$ cat src/rtl/des_key_schedule.sv
// Iterative DES key schedule: PC-1 load, per-round C/D rotation, registered PC-2 subkey output.
// Emits K1..K16 (encrypt) or K16..K1 (decrypt), one subkey per valid/ready handshake.
module des_key_schedule #(
    parameter bit STALL_EN = 1'b1
) (
    input  logic        clk,
    input  logic        rst,
    input  logic        start,
    input  logic        decrypt,
    input  logic [63:0] key_in,
    output logic [47:0] subkey,
    output logic        subkey_valid,
    input  logic        subkey_ready,
    output logic [3:0]  round_idx,
    output logic        busy,
    output logic        done
);

    typedef enum logic [1:0] {StIdle, StGen, StFin} state_e;

    localparam int unsigned Pc1Table [56] = '{
        57, 49, 41, 33, 25, 17,  9,  1, 58, 50, 42, 34, 26, 18,
        10,  2, 59, 51, 43, 35, 27, 19, 11,  3, 60, 52, 44, 36,
        63, 55, 47, 39, 31, 23, 15,  7, 62, 54, 46, 38, 30, 22,
        14,  6, 61, 53, 45, 37, 29, 21, 13,  5, 28, 20, 12,  4
    };

    localparam int unsigned Pc2Table [48] = '{
        14, 17, 11, 24,  1,  5,  3, 28, 15,  6, 21, 10,
        23, 19, 12,  4, 26,  8, 16,  7, 27, 20, 13,  2,
        41, 52, 31, 37, 47, 55, 30, 40, 51, 45, 33, 48,
        44, 49, 39, 56, 34, 53, 46, 42, 50, 36, 29, 32
    };

    // Tables are 1-based from the MSB.
    function automatic logic [55:0] pc1(input logic [63:0] k);
        logic [55:0] r;
        for (int i = 0; i < 56; i++) begin
            r[55-i] = k[64-Pc1Table[i]];
        end
        return r;
    endfunction

    function automatic logic [47:0] pc2(input logic [55:0] cd);
        logic [47:0] r;
        for (int i = 0; i < 48; i++) begin
            r[47-i] = cd[56-Pc2Table[i]];
        end
        return r;
    endfunction

    // Rounds 1, 2, 9 and 16 shift by one; all others by two.
    function automatic logic shift_two(input logic [4:0] rnd);
        return !(rnd == 5'd1 || rnd == 5'd2 || rnd == 5'd9 || rnd == 5'd16);
    endfunction

    function automatic logic [27:0] rol(input logic [27:0] x, input logic two);
        return two ? {x[25:0], x[27:26]} : {x[26:0], x[27]};
    endfunction

    function automatic logic [27:0] ror(input logic [27:0] x, input logic two);
        return two ? {x[1:0], x[27:2]} : {x[0], x[27:1]};
    endfunction

    state_e      state_q, state_d;
    logic [27:0] c_q, c_d, d_q, d_d;
    logic [3:0]  idx_q, idx_d;
    logic        dec_q, dec_d;
    logic [47:0] subkey_q;
    logic [55:0] key_pc1;
    logic        handshake;
    logic        two_enc, two_dec;

    assign key_pc1   = pc1(key_in);
    assign handshake = (state_q == StGen) && (subkey_ready || !STALL_EN);
    assign two_enc   = shift_two({1'b0, idx_q} + 5'd2);
    assign two_dec   = shift_two(5'd16 - {1'b0, idx_q});

    always_comb begin
        state_d = state_q;
        c_d     = c_q;
        d_d     = d_q;
        idx_d   = idx_q;
        dec_d   = dec_q;
        unique case (state_q)
            StIdle: begin
                if (start) begin
                    dec_d   = decrypt;
                    idx_d   = 4'd0;
                    state_d = StGen;
                    // Decrypt starts from C16/D16, which equal C0/D0.
                    if (decrypt) begin
                        c_d = key_pc1[55:28];
                        d_d = key_pc1[27:0];
                    end else begin
                        c_d = rol(key_pc1[55:28], 1'b0);
                        d_d = rol(key_pc1[27:0], 1'b0);
                    end
                end
            end
            StGen: begin
                if (handshake) begin
                    if (idx_q == 4'd15) begin
                        idx_d   = 4'd0;
                        state_d = StFin;
                    end else begin
                        idx_d = idx_q + 4'd1;
                        if (dec_q) begin
                            c_d = ror(c_q, two_dec);
                            d_d = ror(d_q, two_dec);
                        end else begin
                            c_d = rol(c_q, two_enc);
                            d_d = rol(d_q, two_enc);
                        end
                    end
                end
            end
            StFin: begin
                state_d = StIdle;
            end
            default: begin
                state_d = StIdle;
            end
        endcase
    end

    always_ff @(posedge clk) begin
        if (rst) begin
            state_q  <= StIdle;
            c_q      <= '0;
            d_q      <= '0;
            idx_q    <= '0;
            dec_q    <= 1'b0;
            subkey_q <= '0;
        end else begin
            state_q  <= state_d;
            c_q      <= c_d;
            d_q      <= d_d;
            idx_q    <= idx_d;
            dec_q    <= dec_d;
            subkey_q <= pc2({c_d, d_d});
        end
    end

    assign subkey       = subkey_q;
    assign subkey_valid = (state_q == StGen);
    assign round_idx    = idx_q;
    assign busy         = (state_q == StGen);
    assign done         = (state_q == StFin);

endmodule
$ cat config.mk
export PLATFORM = sky130hd
export DESIGN_NAME = des_key_schedule
export DESIGN_NICKNAME = d
export VERILOG_FILES = /design/src/rtl/des_key_schedule.sv
export SDC_FILE = /design/constraint.sdc
export NUM_CORES = 1
export LEC_CHECK = 0
export ABC_CLOCK_PERIOD_IN_PS = 2200
export CAP_MARGIN = 25
export CORE_ASPECT_RATIO = 0.7
export CORE_MARGIN = 1
export CORE_UTILIZATION = 50
export DETAILED_ROUTE_END_ITERATION = 8
export PLACE_DENSITY = 0.9
export SKIP_LAST_GASP = 1
export SYNTH_ARGS = -nofsm -noshare
export SYNTH_HDL_FRONTEND = slang
export SYNTH_SLANG_ARGS = --single-unit
$ cat constraint.sdc
create_clock -name clk -period 2.2 [get_ports clk]
set_input_delay 0.44 -clock clk [delete_from_list [all_inputs] [get_ports clk]]
set_output_delay 0.44 -clock clk [all_outputs]
set_load 0.01 [all_outputs]
; After elaboration in Yosys (flattened, before gate mapping)
; Index checks and enable logic that the tools add are counted.
; W data, S select, Z words.
[totals]
regBits = 111
out_inout_bits = 55
inputBits = 69
wordCells = 63
[classes]
add_sub_neg = 3
eq_ne = 15
n_reduce_logical = 13
mux = 24
[op_table]
columns = op, count
row1 = $mux W28, 14
row2 = $pmux W28 S2, 2
row3 = $mux W4, 3
row4 = $eq A5 B1 Y1 const B, 2
row5 = $eq A5 B2 Y1 const B, 2
row6 = $eq A5 B4 Y1 const B, 2
row7 = $eq A5 B5 Y1 const B, 2
row8 = $pmux W4 S2, 1
row9 = $logic_or A1 B1 Y1, 6
row10 = $mux W2, 3
row11 = $reduce_and A3 Y1, 2
row12 = $add A4 B2 Y5 const B, 1
row13 = $sub A5 B4 Y5 const A, 1
row14 = $add A4 B1 Y4 const B, 1
row15 = $eq A4 B4 Y1 const B, 1
row16 = $ne A2 B1 Y1 const B, 2
row17 = $ne A2 B2 Y1 const B, 2
row18 = $pmux W2 S2, 1
row19 = $reduce_and A4 Y1, 1
row20 = $eq A2 B1 Y1 const B, 1
row21 = $eq A2 B2 Y1 const B, 1
row22 = $logic_not A2 Y1, 1
row23 = $reduce_and A2 Y1, 1
row24 = $reduce_bool A2 Y1, 1
row25 = $logic_and A1 B1 Y1, 1

; Logic depth before layout (Yosys ltp)
[logic_depth]
word_depth = 10
depth_mapped = 9
depth_no_buf = 7

; Worst setup path after synthesis
; Ideal clock, no wire load.
[synth_timing]
path_kind = register -> register
from = register idx_q[1] (netlist: round_idx[1])
to = register with a tool-made name
synth_period_minus_slack_ns = 2.057
path_stages_with_launch = 10
path_buffers = 2
arrival_time_ns = 1.920
setup_ns = 0.138
slack_ns = 0.143
required_ns = 2.062
cell_sequence = dfxtp_1 > inv_1 > ha_1 > a31oi_1 > o21ai_0 > o31ai_1 > buf_4 > buf_4 > mux2i_1 > o221ai_1
[synth_rtl]
columns = element, line_no
row1 = "start, declared", 67  ; logic [3:0] idx_q, idx_d;
row2 = "start signal, assigned", 139  ; idx_q <= idx_d;

==> summary.txt <==
Outcome
  • Run status: completed

Placement
  • Pre-CTS WS: -183 ps
  • Port Buf Inserts: 115
  • Post-DP HPWL: 9930 µm
  • Area post-placement: 0.00638 mm²
  • Final GP Congestion: 0.823
  • Placed Cells: 782

Logic synthesis
  • Post-synth top flop: dfxtp_1
  • Post-synthesis cell type count: 32
  • Post-synth top cells: mux2i_1 (123), nand2_1 (65), dfxtp_1 (63)
  • Synth warn: 0
  • Mapped Nets: 687
  • Syn Inst Count: 611
  • Post-synth top area share: 23.4%
  • Syn_area_per_cell: 8.82 µm²
  • Asr flop ratio synth: 0%
  • Top post-synthesis cells by area: dfxtp_1 (23%), mux2i_1 (23%), mux2_2 (9.8%)
  • Sequential share of the synthesized area: 23.4%
  • Synth area leader: dfxtp_1
  • #FFs+latches synth: 63
  • Most common cell in the netlist: mux2i_1
  • Syn Std Cell Area: 0.00539 mm²
  • Post-synth EDFFs: 0

Setup path
  • Crit-path leading delay family: compound AO/OA/AOI/OAI gates
  • WS Path Type: flop to flop
  • Crit path cell chain: buf_4 > ha_1 > buf_4 > nor2_1 > o31ai_1 > o32a_2 > buf_16 > mux2i_1 > o221ai_1
  • Critical Path RT: 2390 ps
  • CP max-delay cell: dfxtp_1
  • Nature of the critical path startpoint: flop
  • Worst setup EP type: flop
  • Crit-path max cell delay: 350 ps
  • WP depth: 9
  • Worst path most repeated cell: buf_4
  • Cells on worst reg2reg path: 9
  • Worst Path Buf+Inv: 3
  • CP arrival: 2380 ps
  • Crit-path max FO: 28

STA
  • Max Transition Viols Final: 0
  • Slew @ Worst Pin: 642 ps
  • Slew headroom: 57.1%
  • Clock skew: 11.6 ps
  • Post-route worst setup slack: 6.44 ps
  • Final hold vios: 0
  • RSZ-0062 raised after global routing: true
  • Fmax: 456 MHz
  • Final period util: 99.7%
  • Final min period: 2190 ps
  • Setup violations, final: 0

Finish
  • Fill cells: 844
  • Layout Utilization: 64.8%
  • Fin area: 0.00674 mm²
  • Storage cell area: 0.00126 mm²
  • NumNets Final: 740
  • Area of the multi-input gates: 0.00352 mm²
  • Layout cells sized above 1: 16.0%
  • Area grow syn2layout: 25.0%
  • Finished Layout Cells: 801
  • Antenna Cells: 0

Clock tree
  • CTS Hold Bufs: 0
  • Clk buf depth: 2
  • CTS Root Cell: clkbuf_16
  • Clk_lat worst skew: 320 ps
  • Clock buffer count from CTS: 9
  • Reg clk slew, reported paths: 50 ps
  • # clock sinks: 63
  • H-tree Lvls: 3
  • CTS tree: yes

Power
  • Static Leak: 2.84 nW
  • Max VDD drop: 407 µV
  • PD cells: 568 mW/mm²

Die
  • Die Area: 0.0112 mm²
  • Starting Density: 51.8%
  • Core box area: 0.0104 mm²
  • Core Rows: 31
  • IO Count: 124
  • Chip Height: 88.9 µm
  • DIE WIDTH: 126 µm

Route
  • Via density: 6.26
  • Final ANT Viol Nets: 0
  • DRT Wirelength: 15600 µm
  • Via count: 5014
  • Wirelength per Cell: 19.5 µm
  • DRC: 0
  • First-pass DRT Iterations: 5
  • First DRT Iteration DRCs: 484

Job
  • MaxCap Viol Count: 0

Worst hold path
  • Hold depth: 2
  • Hold WC Path Type: primary input to flop

GRT
  • Vias in the first global route: 4672
  • Antenna violations before repair: 0
  • First-pass GRT wire length: 24100 µm
  • Total congestion overflow: 0
  • Largest net degree at the start of global routing: 58
  • Total track usage: 26.8%
[final cells by class]
class,count,area share [%]
multi-input cells,441,52.3
repair buffers,146,22.5
flip-flops and latches,63,18.7
clock buffers,12,3.51
well taps,132,2.45
clock inverters,4,0.334
inverters,3,0.167
[through the flow]
step	hold WS [ps]	setup TNS [ps]	total power [W]
final	478	0	0.00383
after global routing	488	-163	0.00397
after CTS	469	0	0.00377
after detailed placement	532	-6090	0.00251
after global placement	511	-2240	0.00247
after floorplan	476	0	0.00216
[repair_timing]
item                       4_1_cts  5_1_grt
gates cloned                     0        1
setup endpoints to repair       49       58
resized for setup                1        9
buffers inserted                 2        0
pin swaps                        1        1
[final timing paths]
check / startpoint / end / slack (ps)
worst max register to register: round_idx[1] / flop / 6
worst min register to register: dec_q / dec_q / 540
worst max-delay path: round_idx[1] / flop / 6
worst min-delay path: rst / round_idx[3] / 480
[report_power, final]
group / switching (W) / internal [W]
combinational: 0.000568 / 0.000650
sequential: 0.000130 / 0.00122
clock: 0.000500 / 0.000757
[cells by family (layout without fill, tap and decap cells)]
| logic type | Yosys count | after routing | synth area share [%] |
|---|---|---|---|
| adder cells (fa/ha/maj) | 7 | 7 | 1.63 |
| buffers and inverters | 107 | 165 | 12.4 |
| XOR/XNOR | 1 | 1 | 0.163 |
| AO/OA/AOI/OAI | 170 | 170 | 22.7 |
| flip-flops | 63 | 63 | 23.4 |
| multiplexers | 170 | 170 | 32.7 |
| AND/OR/NAND/NOR | 93 | 93 | 7.13 |
[routing by layer]
metal  vias up  part of all wire, %  global-route usage, %
met5         -                    0                      0
met4         0                  1.1                   7.12
met3        22                  7.4                   5.99
met2       218                   45                   43.7
met1      2424                   46                   36.0
li1       2350                    -                      -
[cell usage in the layout, fill, tap and decap left out, drive strengths merged]
cell and instances:
buf 32, o221ai 56, a21boi 1, nand2 65
o21bai 1, a21o 47, nor3 5, o211ai 9
mux2 47, clkinvlp 1, nand2b 2, dfxtp 63
clkbuf 13, and3 2, ha 7, nand3b 1
nor2b 2, a21oi 2, a31oi 2, clkinv 3
or3 1, a211oi 1, clkdlybuf4s50 113, nor3b 1
xnor2 1, nand3 3, nor2 11, inv 3
o31ai 2, mux2i 123, o21ai 48, o32a 1
(Power assumes the default switching activity.)
